File: config.mk
export PLATFORM = sky130hd
export DESIGN_NAME = guess_controller_flat
export DESIGN_NICKNAME = d
export VERILOG_FILES = /design/src/rtl/guess_controller_pkg.sv /design/src/rtl/guess_controller_if.sv /design/src/rtl/guess_controller_letter_buffer.sv /design/src/rtl/guess_controller.sv /design/src/flat_wrapper.sv
export SDC_FILE = /design/constraint.sdc
export NUM_CORES = 1
export LEC_CHECK = 0
export CAP_MARGIN = 20
export CORE_ASPECT_RATIO = 1.4
export CORE_MARGIN = 5
export CORE_UTILIZATION = 35
export CTS_CLUSTER_SIZE = 40
export DETAILED_ROUTE_END_ITERATION = 8
export PLACE_DENSITY = 0.62
export SLEW_MARGIN = 30
export SYNTH_ARGS = -nofsm -noshare
export SYNTH_HDL_FRONTEND = slang
export SYNTH_SLANG_ARGS = --single-unit
File: constraint.sdc
create_clock -name clk -period 8.2 [get_ports clk]
set_input_delay 2.46 -clock clk [delete_from_list [all_inputs] [get_ports clk]]
set_output_delay 2.46 -clock clk [all_outputs]
set_load 0.005 [all_outputs]
File: src/rtl/guess_controller_pkg.sv
// Shared types and constants for the guess controller: word geometry, letter codes, FSM states.
package guess_controller_pkg;

  localparam int unsigned NUM_ROWS = 6;
  localparam int unsigned WORD_LEN = 5;
  localparam int unsigned LETTER_W = 5;
  localparam int unsigned WORD_W   = WORD_LEN * LETTER_W;
  localparam int unsigned ROW_W    = 3;
  localparam int unsigned CUR_W    = 3;

  typedef logic [LETTER_W-1:0] letter_t;
  typedef logic [WORD_W-1:0]   word_t;
  typedef logic [WORD_LEN-1:0] flags_t;
  typedef logic [ROW_W-1:0]    row_t;
  typedef logic [CUR_W-1:0]    cursor_t;

  localparam letter_t LETTER_BLANK = 5'd31;
  localparam letter_t LETTER_MAX   = 5'd25;
  localparam cursor_t CURSOR_FULL  = 3'd5;
  localparam row_t    LAST_ROW     = 3'(NUM_ROWS - 1);
  localparam flags_t  ALL_GREEN    = 5'h1F;

  typedef enum logic [2:0] {
    StIdle,
    StEdit,
    StCheck,
    StCommit,
    StWon,
    StLost
  } state_e;

  function automatic word_t blank_word();
    return {WORD_LEN{LETTER_BLANK}};
  endfunction

endpackage

File: src/rtl/guess_controller_if.sv
// Keypad, checker and display signals of the guess controller, bundled with driver/DUT views.
interface guess_controller_if;
  import guess_controller_pkg::*;

  logic    new_game;
  word_t   chosen_word;
  logic    key_valid;
  letter_t key_code;
  logic    key_del;
  logic    key_enter;
  flags_t  greens_in;
  flags_t  yellows_in;
  word_t   guess_word;
  word_t   answer_word;
  cursor_t cursor;
  logic    row_we;
  row_t    row_idx;
  flags_t  row_greens;
  flags_t  row_yellows;
  logic    reject;
  logic    game_won;
  logic    game_lost;

  modport master (
    output new_game, chosen_word, key_valid, key_code, key_del, key_enter, greens_in, yellows_in,
    input  guess_word, answer_word, cursor, row_we, row_idx, row_greens, row_yellows, reject,
           game_won, game_lost
  );

  modport slave (
    input  new_game, chosen_word, key_valid, key_code, key_del, key_enter, greens_in, yellows_in,
    output guess_word, answer_word, cursor, row_we, row_idx, row_greens, row_yellows, reject,
           game_won, game_lost
  );

endinterface

File: src/rtl/guess_controller_letter_buffer.sv
// Five-slot edit buffer with cursor: append a letter, backspace, or clear to all blanks.
module guess_controller_letter_buffer
  import guess_controller_pkg::*;
(
  input  logic    clk,
  input  logic    rst_n,
  input  logic    clear_i,
  input  logic    wr_i,
  input  letter_t wr_letter_i,
  input  logic    del_i,
  output word_t   word_o,
  output cursor_t cursor_o
);

  word_t   word_q, word_d;
  cursor_t cursor_q, cursor_d;

  // Full/empty guards live here so callers can strobe freely.
  always_comb begin
    word_d   = word_q;
    cursor_d = cursor_q;
    if (clear_i) begin
      word_d   = blank_word();
      cursor_d = '0;
    end else if (wr_i && (cursor_q < CURSOR_FULL)) begin
      word_d[LETTER_W*int'(cursor_q) +: LETTER_W] = wr_letter_i;
      cursor_d = cursor_q + 3'd1;
    end else if (del_i && (cursor_q != '0)) begin
      word_d[LETTER_W*(int'(cursor_q) - 1) +: LETTER_W] = LETTER_BLANK;
      cursor_d = cursor_q - 3'd1;
    end
  end

  always_ff @(posedge clk or negedge rst_n) begin
    if (!rst_n) begin
      word_q   <= blank_word();
      cursor_q <= '0;
    end else begin
      word_q   <= word_d;
      cursor_q <= cursor_d;
    end
  end

  assign word_o   = word_q;
  assign cursor_o = cursor_q;

endmodule

File: src/rtl/guess_controller.sv
// Guess entry and game tracking: edits a guess, hands it to the colour checker,
// commits the scored row to the display and decides win/lose.
module guess_controller
  import guess_controller_pkg::*;
(
  input  logic              clk,
  input  logic              rst_n,
  guess_controller_if.slave bus_io
);

  state_e  state_q, state_d;
  row_t    row_idx_q, row_idx_d;
  word_t   answer_q, answer_d;
  flags_t  greens_q, greens_d;
  flags_t  yellows_q, yellows_d;
  flags_t  row_greens_q, row_greens_d;
  flags_t  row_yellows_q, row_yellows_d;
  logic    reject_q, reject_d;

  logic    buf_clear;
  logic    buf_wr;
  logic    buf_del;
  word_t   guess;
  cursor_t cursor;

  guess_controller_letter_buffer u_letter_buffer (
    .clk         (clk),
    .rst_n       (rst_n),
    .clear_i     (buf_clear),
    .wr_i        (buf_wr),
    .wr_letter_i (bus_io.key_code),
    .del_i       (buf_del),
    .word_o      (guess),
    .cursor_o    (cursor)
  );

  always_comb begin
    state_d       = state_q;
    row_idx_d     = row_idx_q;
    answer_d      = answer_q;
    greens_d      = greens_q;
    yellows_d     = yellows_q;
    row_greens_d  = row_greens_q;
    row_yellows_d = row_yellows_q;
    reject_d      = 1'b0;
    buf_clear     = 1'b0;
    buf_wr        = 1'b0;
    buf_del       = 1'b0;

    // new_game overrides everything, including keys arriving in the same cycle.
    if (bus_io.new_game) begin
      state_d   = StEdit;
      answer_d  = bus_io.chosen_word;
      row_idx_d = '0;
      buf_clear = 1'b1;
    end else begin
      case (state_q)
        StEdit: begin
          if (bus_io.key_enter) begin
            if (cursor == CURSOR_FULL) state_d = StCheck;
            else                       reject_d = 1'b1;
          end else if (bus_io.key_del) begin
            buf_del = 1'b1;
          end else if (bus_io.key_valid && (bus_io.key_code <= LETTER_MAX)) begin
            buf_wr = 1'b1;
          end
        end
        StCheck: begin
          greens_d  = bus_io.greens_in;
          yellows_d = bus_io.yellows_in;
          state_d   = StCommit;
        end
        StCommit: begin
          row_greens_d  = greens_q;
          row_yellows_d = yellows_q;
          if (greens_q == ALL_GREEN) begin
            state_d = StWon;
          end else if (row_idx_q == LAST_ROW) begin
            state_d = StLost;
          end else begin
            state_d   = StEdit;
            row_idx_d = row_idx_q + 3'd1;
            buf_clear = 1'b1;
          end
        end
        default: ;
      endcase
    end
  end

  always_ff @(posedge clk or negedge rst_n) begin
    if (!rst_n) begin
      state_q       <= StIdle;
      row_idx_q     <= '0;
      answer_q      <= '0;
      greens_q      <= '0;
      yellows_q     <= '0;
      row_greens_q  <= '0;
      row_yellows_q <= '0;
      reject_q      <= 1'b0;
    end else begin
      state_q       <= state_d;
      row_idx_q     <= row_idx_d;
      answer_q      <= answer_d;
      greens_q      <= greens_d;
      yellows_q     <= yellows_d;
      row_greens_q  <= row_greens_d;
      row_yellows_q <= row_yellows_d;
      reject_q      <= reject_d;
    end
  end

  // Row flags show the freshly checked result during COMMIT, the last commit otherwise.
  assign bus_io.guess_word  = guess;
  assign bus_io.answer_word = answer_q;
  assign bus_io.cursor      = cursor;
  assign bus_io.row_we      = (state_q == StCommit);
  assign bus_io.row_idx     = row_idx_q;
  assign bus_io.row_greens  = (state_q == StCommit) ? greens_q : row_greens_q;
  assign bus_io.row_yellows = (state_q == StCommit) ? yellows_q : row_yellows_q;
  assign bus_io.reject      = reject_q;
  assign bus_io.game_won    = (state_q == StWon);
  assign bus_io.game_lost   = (state_q == StLost);

endmodule

File: src/flat_wrapper.sv
// flat-port wrapper written by rule: the top's interface ports become plain ports
module guess_controller_flat import guess_controller_pkg::*;
  (clk, rst_n, bus_io_new_game, bus_io_chosen_word, bus_io_key_valid, bus_io_key_code, bus_io_key_del, bus_io_key_enter, bus_io_greens_in, bus_io_yellows_in, bus_io_guess_word, bus_io_answer_word, bus_io_cursor, bus_io_row_we, bus_io_row_idx, bus_io_row_greens, bus_io_row_yellows, bus_io_reject, bus_io_game_won, bus_io_game_lost);
  guess_controller_if bus_io_i ();
  input  logic clk;
  input  logic rst_n;
  input wire logic [$bits(bus_io_i.new_game)-1:0] bus_io_new_game;
  input wire logic [$bits(bus_io_i.chosen_word)-1:0] bus_io_chosen_word;
  input wire logic [$bits(bus_io_i.key_valid)-1:0] bus_io_key_valid;
  input wire logic [$bits(bus_io_i.key_code)-1:0] bus_io_key_code;
  input wire logic [$bits(bus_io_i.key_del)-1:0] bus_io_key_del;
  input wire logic [$bits(bus_io_i.key_enter)-1:0] bus_io_key_enter;
  input wire logic [$bits(bus_io_i.greens_in)-1:0] bus_io_greens_in;
  input wire logic [$bits(bus_io_i.yellows_in)-1:0] bus_io_yellows_in;
  output wire logic [$bits(bus_io_i.guess_word)-1:0] bus_io_guess_word;
  output wire logic [$bits(bus_io_i.answer_word)-1:0] bus_io_answer_word;
  output wire logic [$bits(bus_io_i.cursor)-1:0] bus_io_cursor;
  output wire logic [$bits(bus_io_i.row_we)-1:0] bus_io_row_we;
  output wire logic [$bits(bus_io_i.row_idx)-1:0] bus_io_row_idx;
  output wire logic [$bits(bus_io_i.row_greens)-1:0] bus_io_row_greens;
  output wire logic [$bits(bus_io_i.row_yellows)-1:0] bus_io_row_yellows;
  output wire logic [$bits(bus_io_i.reject)-1:0] bus_io_reject;
  output wire logic [$bits(bus_io_i.game_won)-1:0] bus_io_game_won;
  output wire logic [$bits(bus_io_i.game_lost)-1:0] bus_io_game_lost;
  assign bus_io_i.new_game = bus_io_new_game;
  assign bus_io_i.chosen_word = bus_io_chosen_word;
  assign bus_io_i.key_valid = bus_io_key_valid;
  assign bus_io_i.key_code = bus_io_key_code;
  assign bus_io_i.key_del = bus_io_key_del;
  assign bus_io_i.key_enter = bus_io_key_enter;
  assign bus_io_i.greens_in = bus_io_greens_in;
  assign bus_io_i.yellows_in = bus_io_yellows_in;
  assign bus_io_guess_word = bus_io_i.guess_word;
  assign bus_io_answer_word = bus_io_i.answer_word;
  assign bus_io_cursor = bus_io_i.cursor;
  assign bus_io_row_we = bus_io_i.row_we;
  assign bus_io_row_idx = bus_io_i.row_idx;
  assign bus_io_row_greens = bus_io_i.row_greens;
  assign bus_io_row_yellows = bus_io_i.row_yellows;
  assign bus_io_reject = bus_io_i.reject;
  assign bus_io_game_won = bus_io_i.game_won;
  assign bus_io_game_lost = bus_io_i.game_lost;
  guess_controller u_core (.clk(clk), .rst_n(rst_n), .bus_io(bus_io_i));
endmodule
==> out/qor.csv, run 1 <==
stage;metric;value;unit
route;drtPass1Iterations;5;
finish;post-route-util;0.467;
timing;relSlewSlack;0.366;
critical_path;crit_top_cell;ha_1;
synth;avgSynthCellArea;9.56;um2
route;ant_nets;0;
grt;antenna_found_initial;0;
finish;final_cell_mix;114 x clkdlybuf4s50_1, 55 x dfrtp_1, 54 x mux2_2;
synth;syn_area;4930;um2
placement;place_ws;2.25;ns
clock_tree;clkSinkCount;80;
timing;setup_tns;0;ns
critical_path;crit_path_max_incr_delay;0.79;ns
route;drt_wl_total;15.5;mm
floorplanning;rows;51;
synth;async_flop_share;1.00;
clock_tree;clkTransAtPathRegs;0.07;ns
placement;place_congestion;0.967;
clock_tree;cts_tree;built;
finish;finalNetCount;682;
synth;synth_cell_types;64;
timing;fmax;165;MHz
route;routed-via-count;4442;
min_path;hp-start;u_core.u_letter_buffer.word_o[1];
finish;drive_gt1_frac;0.173;
critical_path;r2r_start;u_core.u_letter_buffer.cursor_o[0];
floorplanning;ios;116;
timing;clock_skew;0.00988;ns
finish;area_growth;31.7;%
clock_tree;cts-resized-gates;0;
synth;synth_edf_count;0;
synth;synth_flop_cell;dfrtp_1;
route;drc_errors;0;
floorplanning;die_h;150;um
timing;final-setup-viol-count;0;
clock_tree;h-tree-depth;3;
synth;syn-num-nets;583;
synth;synth_cells;516;
critical_path;crit_slowest_cell;dfrtp_1;
pwr;p_leak;0.00266;uW
floorplanning;start_util;0.355;
synth;ys_ff_latch;80;
critical_path;end_kind;flip-flop;
grt;track_usage;0.194;
critical_path;cp_max_fo;23;
clock_tree;post-cts-setup-buffers;0;
clock_tree;cts_made_buffers;9;
grt;grt_max_degree;81;
critical_path;worstPathArrival;6.32;ns
clock_tree;clk_latency;0.34;ns
timing;rsz0062_at_grt;false;
clock_tree;clockRootBuffer;clkbuf_16;
floorplanning;core;13900;um2
placement;portBuffers;115;
finish;antenna_cells;0;
timing;fin_crit;6.05;ns
critical_path;cp_cell_sequence;inv_1, ha_1, ha_1, inv_1, ha_1, a21o_1, fa_1, nor2_2, nand3_1, inv_1, nand2_1, ha_1, or4_1, nor3_1, a32oi_1, or3_1, o211a_1, nor3b_2, mux2i_1;
route;drt-vias-per-instance;5.52;
timing;fin_ws;2.15;ns
placement;post-dp-hpwl;11.9;mm
synth;ys_seq_area_frac;0.412;
run;drv_cap;0;
critical_path;worstSetupPathType;flip-flop to flip-flop;
floorplanning;dieArea;16600;um2
pwr;power.density;330;nW/um2
timing;tightest_slew;0.948;ns
timing;fin_crit_sh;0.738;
clock_tree;ctsHoldBuffers;0;
critical_path;crit_path_start;u_core.u_letter_buffer.cursor_o[0];
timing;final_max_slew_viol_count;0;
grt;grt_pass1_vias;4881;
finish;final_common_cell;clkdlybuf4s50_1;
grt;grt_pass1_wl;25.0;mm
status;outcome;completed;
floorplanning;dieWidth;110;um
route;drt_iter0_markers;225;
min_path;hp-class;flip-flop to flip-flop;
pwr;ir_drop;270;uV
critical_path;start_kind;flip-flop;
synth;yosysWarnings;0;
grt;grt_overflow;0;
clock_tree;clockBufferDepth;2;
critical_path;cp_data_required_time;8.46;ns
timing;hold_viol;0;
route;wl_per_cell;19.2;um
==> through the flow <==
step	instance area, um2	hold WS [ns]	std cells	total power [uW]
2_1_floorplan	4930	0.451	516	1340
3_3_place_gp	6210	0.458	789	1740
3_5_place_dp	6210	0.457	789	1740
4_1_cts	6500	0.467	805	2140
5_1_grt	6500	0.484	805	2300
6_report	6500	0.462	805	2150
==> registers in the layout, indices dropped and copies added, names as in the netlist <==
register                         flops
u_core.row_yellows_q                 5
u_core.u_letter_buffer.word_o       25
u_core.bus_io.answer_word           25
u_core.row_greens_q                  5
u_core.yellows_q                     5
u_core.bus_io.reject                 1
u_core.greens_q                      5
u_core.u_letter_buffer.cursor_o      3
u_core.state_q                       3
u_core.bus_io.row_idx                3
==> critical path: cells and delay by family, from the launching register on <==
kind,cells,cell delay [ns]
buf+inv,3,0.50
compound gates,3,0.66
simple gates,7,2.07
flops,1,0.79
mux,1,0.20
fa+ha+maj,5,1.73
==> final timing paths <==
kind / to / slack [ns] / depth (start not counted)
worst max-delay path: u_core.u_letter_buffer.word_o[13] / 2.15 / 19
worst min-delay path: u_core.u_letter_buffer.word_o[1] / 0.46 / 2
worst max register to register: u_core.u_letter_buffer.word_o[13] / 2.15 / 19
worst min register to register: u_core.u_letter_buffer.word_o[1] / 0.46 / 2
max in group asynchronous: u_core.bus_io.answer_word[5] / 5.54 / 1
min in group asynchronous: u_core.bus_io.answer_word[12] / 2.15 / 1
==> cell type report <==
class / instances / area [um2]
fillers: 1402 / 7410
clock buffers: 10 / 239
well taps: 185 / 231
clock inverters: 6 / 50.0
repair buffers: 118 / 1170
multi-input cells: 383 / 2680
flip-flops and latches: 80 / 2030
inverters: 23 / 86.3
==> Yosys cell counts, drive strengths merged, types with 6 or more instances <==
| master | number | share of area |
|---|---|---|
| nand2 | 49 | 0.037 |
| nor2 | 35 | 0.027 |
| nor3 | 15 | 0.016 |
| dfrtp | 55 | 0.28 |
| dfstp | 25 | 0.13 |
| a211oi | 6 | 0.0091 |
| nand3 | 18 | 0.019 |
| nand2b | 6 | 0.0076 |
| o21ai | 29 | 0.029 |
| buf | 12 | 0.012 |
| a31oi | 10 | 0.013 |
| inv | 23 | 0.017 |
| a21oi | 29 | 0.029 |
| mux2 | 56 | 0.13 |
| o22ai | 7 | 0.0089 |
| clkbuf | 18 | 0.014 |
| nand4 | 6 | 0.0076 |
| ha | 19 | 0.048 |
| o31ai | 11 | 0.017 |
| nand3b | 7 | 0.011 |
==> cell families after synthesis <==
group / Yosys count / synth area share
AND/OR/NAND/NOR: 176 / 0.186
AO/OA/AOI/OAI: 116 / 0.148
flip-flops: 80 / 0.412
multiplexers: 60 / 0.136
buffers and inverters: 53 / 0.0439
adder cells (fa/ha/maj): 21 / 0.0563
XOR/XNOR: 10 / 0.0178
==> routing by layer <==
layer,up-vias,share of wire,track usage
met5,-,0,0
met4,0,0.058,0.117
met3,57,0.079,0.0609
met2,206,0.50,0.327
met1,2114,0.36,0.209
li1,2065,-,-
==> where the power goes <==
group	switching (uW)	internal, uW	total, uW
sequential	48.3	465	514
combinational	793	451	1240
clock	171	217	388
No activity file was read; power rests on OpenSTA's default activity.
==> run 2, diff against run 1 <==
==> constraint.sdc (replaced) <==
create_clock -name clk -period 5.6 [get_ports clk]
set_input_delay 1.68 -clock clk [delete_from_list [all_inputs] [get_ports clk]]
set_output_delay 1.68 -clock clk [all_outputs]
set_load 0.005 [all_outputs]
==> out/qor.csv, run 2 (synthesized netlist as in run 1, its figures left out) <==
stage;metric;value;unit
status;outcome;completed;
finish;drive_gt1_frac;0.186;
critical_path;worstSetupPathType;flip-flop to flip-flop;
finish;fin_cells;813;
clock_tree;clockRootBuffer;clkbuf_16;
route;drt_iter0_markers;259;
clock_tree;clkTransAtPathRegs;0.06;ns
finish;area_growth;33.5;%
critical_path;crit_path_start;u_core.u_letter_buffer.cursor_o[1];
route;ant_nets;0;
pwr;p_clk_frac;0.191;
grt;antenna_found_initial;0;
grt;grt_pass1_wl;24.9;mm
floorplanning;dieArea;16600;um2
clock_tree;cts_made_buffers;9;
placement;place_ws;0.194;ns
critical_path;start_kind;flip-flop;
floorplanning;rows;51;
grt;grt_pass1_vias;4772;
route;drt-vias-per-instance;5.48;
placement;portBuffers;115;
clock_tree;clk_latency;0.34;ns
route;drc_errors;0;
route;drt_wl_total;15.6;mm
finish;final_common_cell;clkdlybuf4s50_1;
run;drv_cap;0;
grt;grt_overflow;0;
min_path;hp-start;u_core.u_letter_buffer.word_o[17];
timing;rsz0062_at_grt;false;
pwr;power.switching;1470;uW
clock_tree;clkSinkCount;80;
pwr;ir_drop;360;uV
critical_path;r2r_start;u_core.u_letter_buffer.cursor_o[1];
timing;final-setup-viol-count;0;
floorplanning;ios;116;
pwr;switching_share;0.457;
critical_path;cp_max_fo;9;
floorplanning;start_util;0.355;
clock_tree;post-cts-setup-buffers;0;
timing;fin_ws;0.421;ns
route;drtPass1Iterations;5;
timing;fin_crit_sh;0.925;
critical_path;end_kind;flip-flop;
grt;track_usage;0.195;
floorplanning;core;13900;um2
timing;final_max_slew_viol_count;0;
clock_tree;clockBufferDepth;2;
timing;relSlewSlack;0.381;
timing;fin_crit;5.18;ns
clock_tree;cts-resized-gates;0;
route;wl_per_cell;19.2;um
floorplanning;dieWidth;110;um
timing;tightest_slew;0.925;ns
critical_path;worstPathArrival;5.45;ns
placement;place_congestion;0.954;
pwr;combPwrFrac;0.581;
grt;grt_max_degree;81;
timing;whs;0.470;ns
clock_tree;h-tree-depth;3;
finish;fill_cells;1383;
critical_path;cp_data_required_time;5.87;ns
finish;finalNetCount;690;
pwr;seq_power_share;0.228;
finish;multi_input_area;2690;um2
floorplanning;die_h;150;um
timing;clock_skew;0.00709;ns
route;routed-via-count;4455;
clock_tree;ctsHoldBuffers;0;
clock_tree;cts_tree;built;
finish;regArea;2030;um2
timing;hold_viol;0;
finish;antenna_cells;0;
pwr;power.density;488;nW/um2
finish;final_cell_mix;114 x clkdlybuf4s50_1, 54 x mux2_2, 54 x dfrtp_1;
min_path;hp-class;flip-flop to flip-flop;
timing;fmax;193;MHz
pwr;internal_power;1750;uW
placement;post-dp-hpwl;12.0;mm
placement;dp.cells;797;
timing;setup_tns;0;ns
pwr;p_leak;0.00272;uW
[run 2: cell types whose count changed in the layout (fill, tap and decap cells not counted), sizes merged]
cell / previous run / this run
clkinvlp: 2 / 1
buf: 4 / 12
clkinv: 2 / 1
bufinv: 0 / 1
inv: 25 / 26
[run 2: cell type report]
type                            count  share of cell area
Timing Repair Buffer              126               0.187
Sequential cell                    80               0.309
Tap cell                          185              0.0351
Multi-Input combinational cell    383               0.408
Clock buffer                       10              0.0363
Clock inverter                      6              0.0110
Inverter                           23              0.0131
[run 2: power by group through the flow]
stage / registers [uW] / clock network, uW / logic, uW
CTS: 734 / 630 / 1850
global route: 744 / 662 / 2070
floorplan: 741 / 0 / 1220
finish: 734 / 614 / 1870
global placement: 740 / 0 / 1820
detailed placement: 743 / 0 / 1840
[run 2: critical path: stages, from the launching register on]
cell and delay (ns):
dfrtp_2 0.44, inv_1 0.12, ha_1 0.20, ha_1 0.34, inv_1 0.12, ha_1 0.19, a21o_1 0.18, fa_1 0.47
nor2_2 0.25, nand3_1 0.17, inv_1 0.17, nand2_1 0.10, ha_1 0.30, or4_1 0.52, nor3_1 0.20, a32oi_1 0.13
or3_4 0.47, o211a_1 0.29, nor3b_2 0.22, mux2i_1 0.21
[run 2: per-stage QoR]
stage | instance area [um2] | power [uW] | util
5_1_grt | 6590 | 3470 | 0.474
2_1_floorplan | 4930 | 1960 | -
3_5_place_dp | 6270 | 2580 | 0.451
3_3_place_gp | 6270 | 2560 | 0.450
4_1_cts | 6580 | 3210 | 0.473
6_report | 6590 | 3210 | 0.474
[run 2: worst paths after layout]
kind,endpoint,slack (ns),depth (start not counted)
setup reg to reg,u_core.u_letter_buffer.word_o[13],0.42,19
max in group asynchronous,u_core.bus_io.answer_word[4],3.71,1
setup / recovery,u_core.u_letter_buffer.word_o[13],0.42,19
hold reg to reg,u_core.u_letter_buffer.word_o[17],0.47,2
hold / removal,u_core.u_letter_buffer.word_o[17],0.47,2
min in group asynchronous,u_core.yellows_q[1],1.37,1
[run 2: layer usage]
metal / vias up / global-route usage / part of all wire
li1: 2071 / - / -
met1: 2159 / 0.207 / 0.36
met2: 176 / 0.340 / 0.51
met3: 49 / 0.0691 / 0.081
met4: 0 / 0.0912 / 0.044
met5: - / 0 / 0
==> run 3, diff against run 2 <==
--- a/config.mk
+++ b/config.mk
@@ -5,7 +5,7 @@
 export SDC_FILE = /design/constraint.sdc
 export NUM_CORES = 1
 export LEC_CHECK = 0
-export CAP_MARGIN = 20
+export CAP_MARGIN = 5
 export CORE_ASPECT_RATIO = 1.4
 export CORE_MARGIN = 5
 export CORE_UTILIZATION = 35
==> results of run 3 <==
The final DEF is identical to that of run 2; final timing and power are the same.
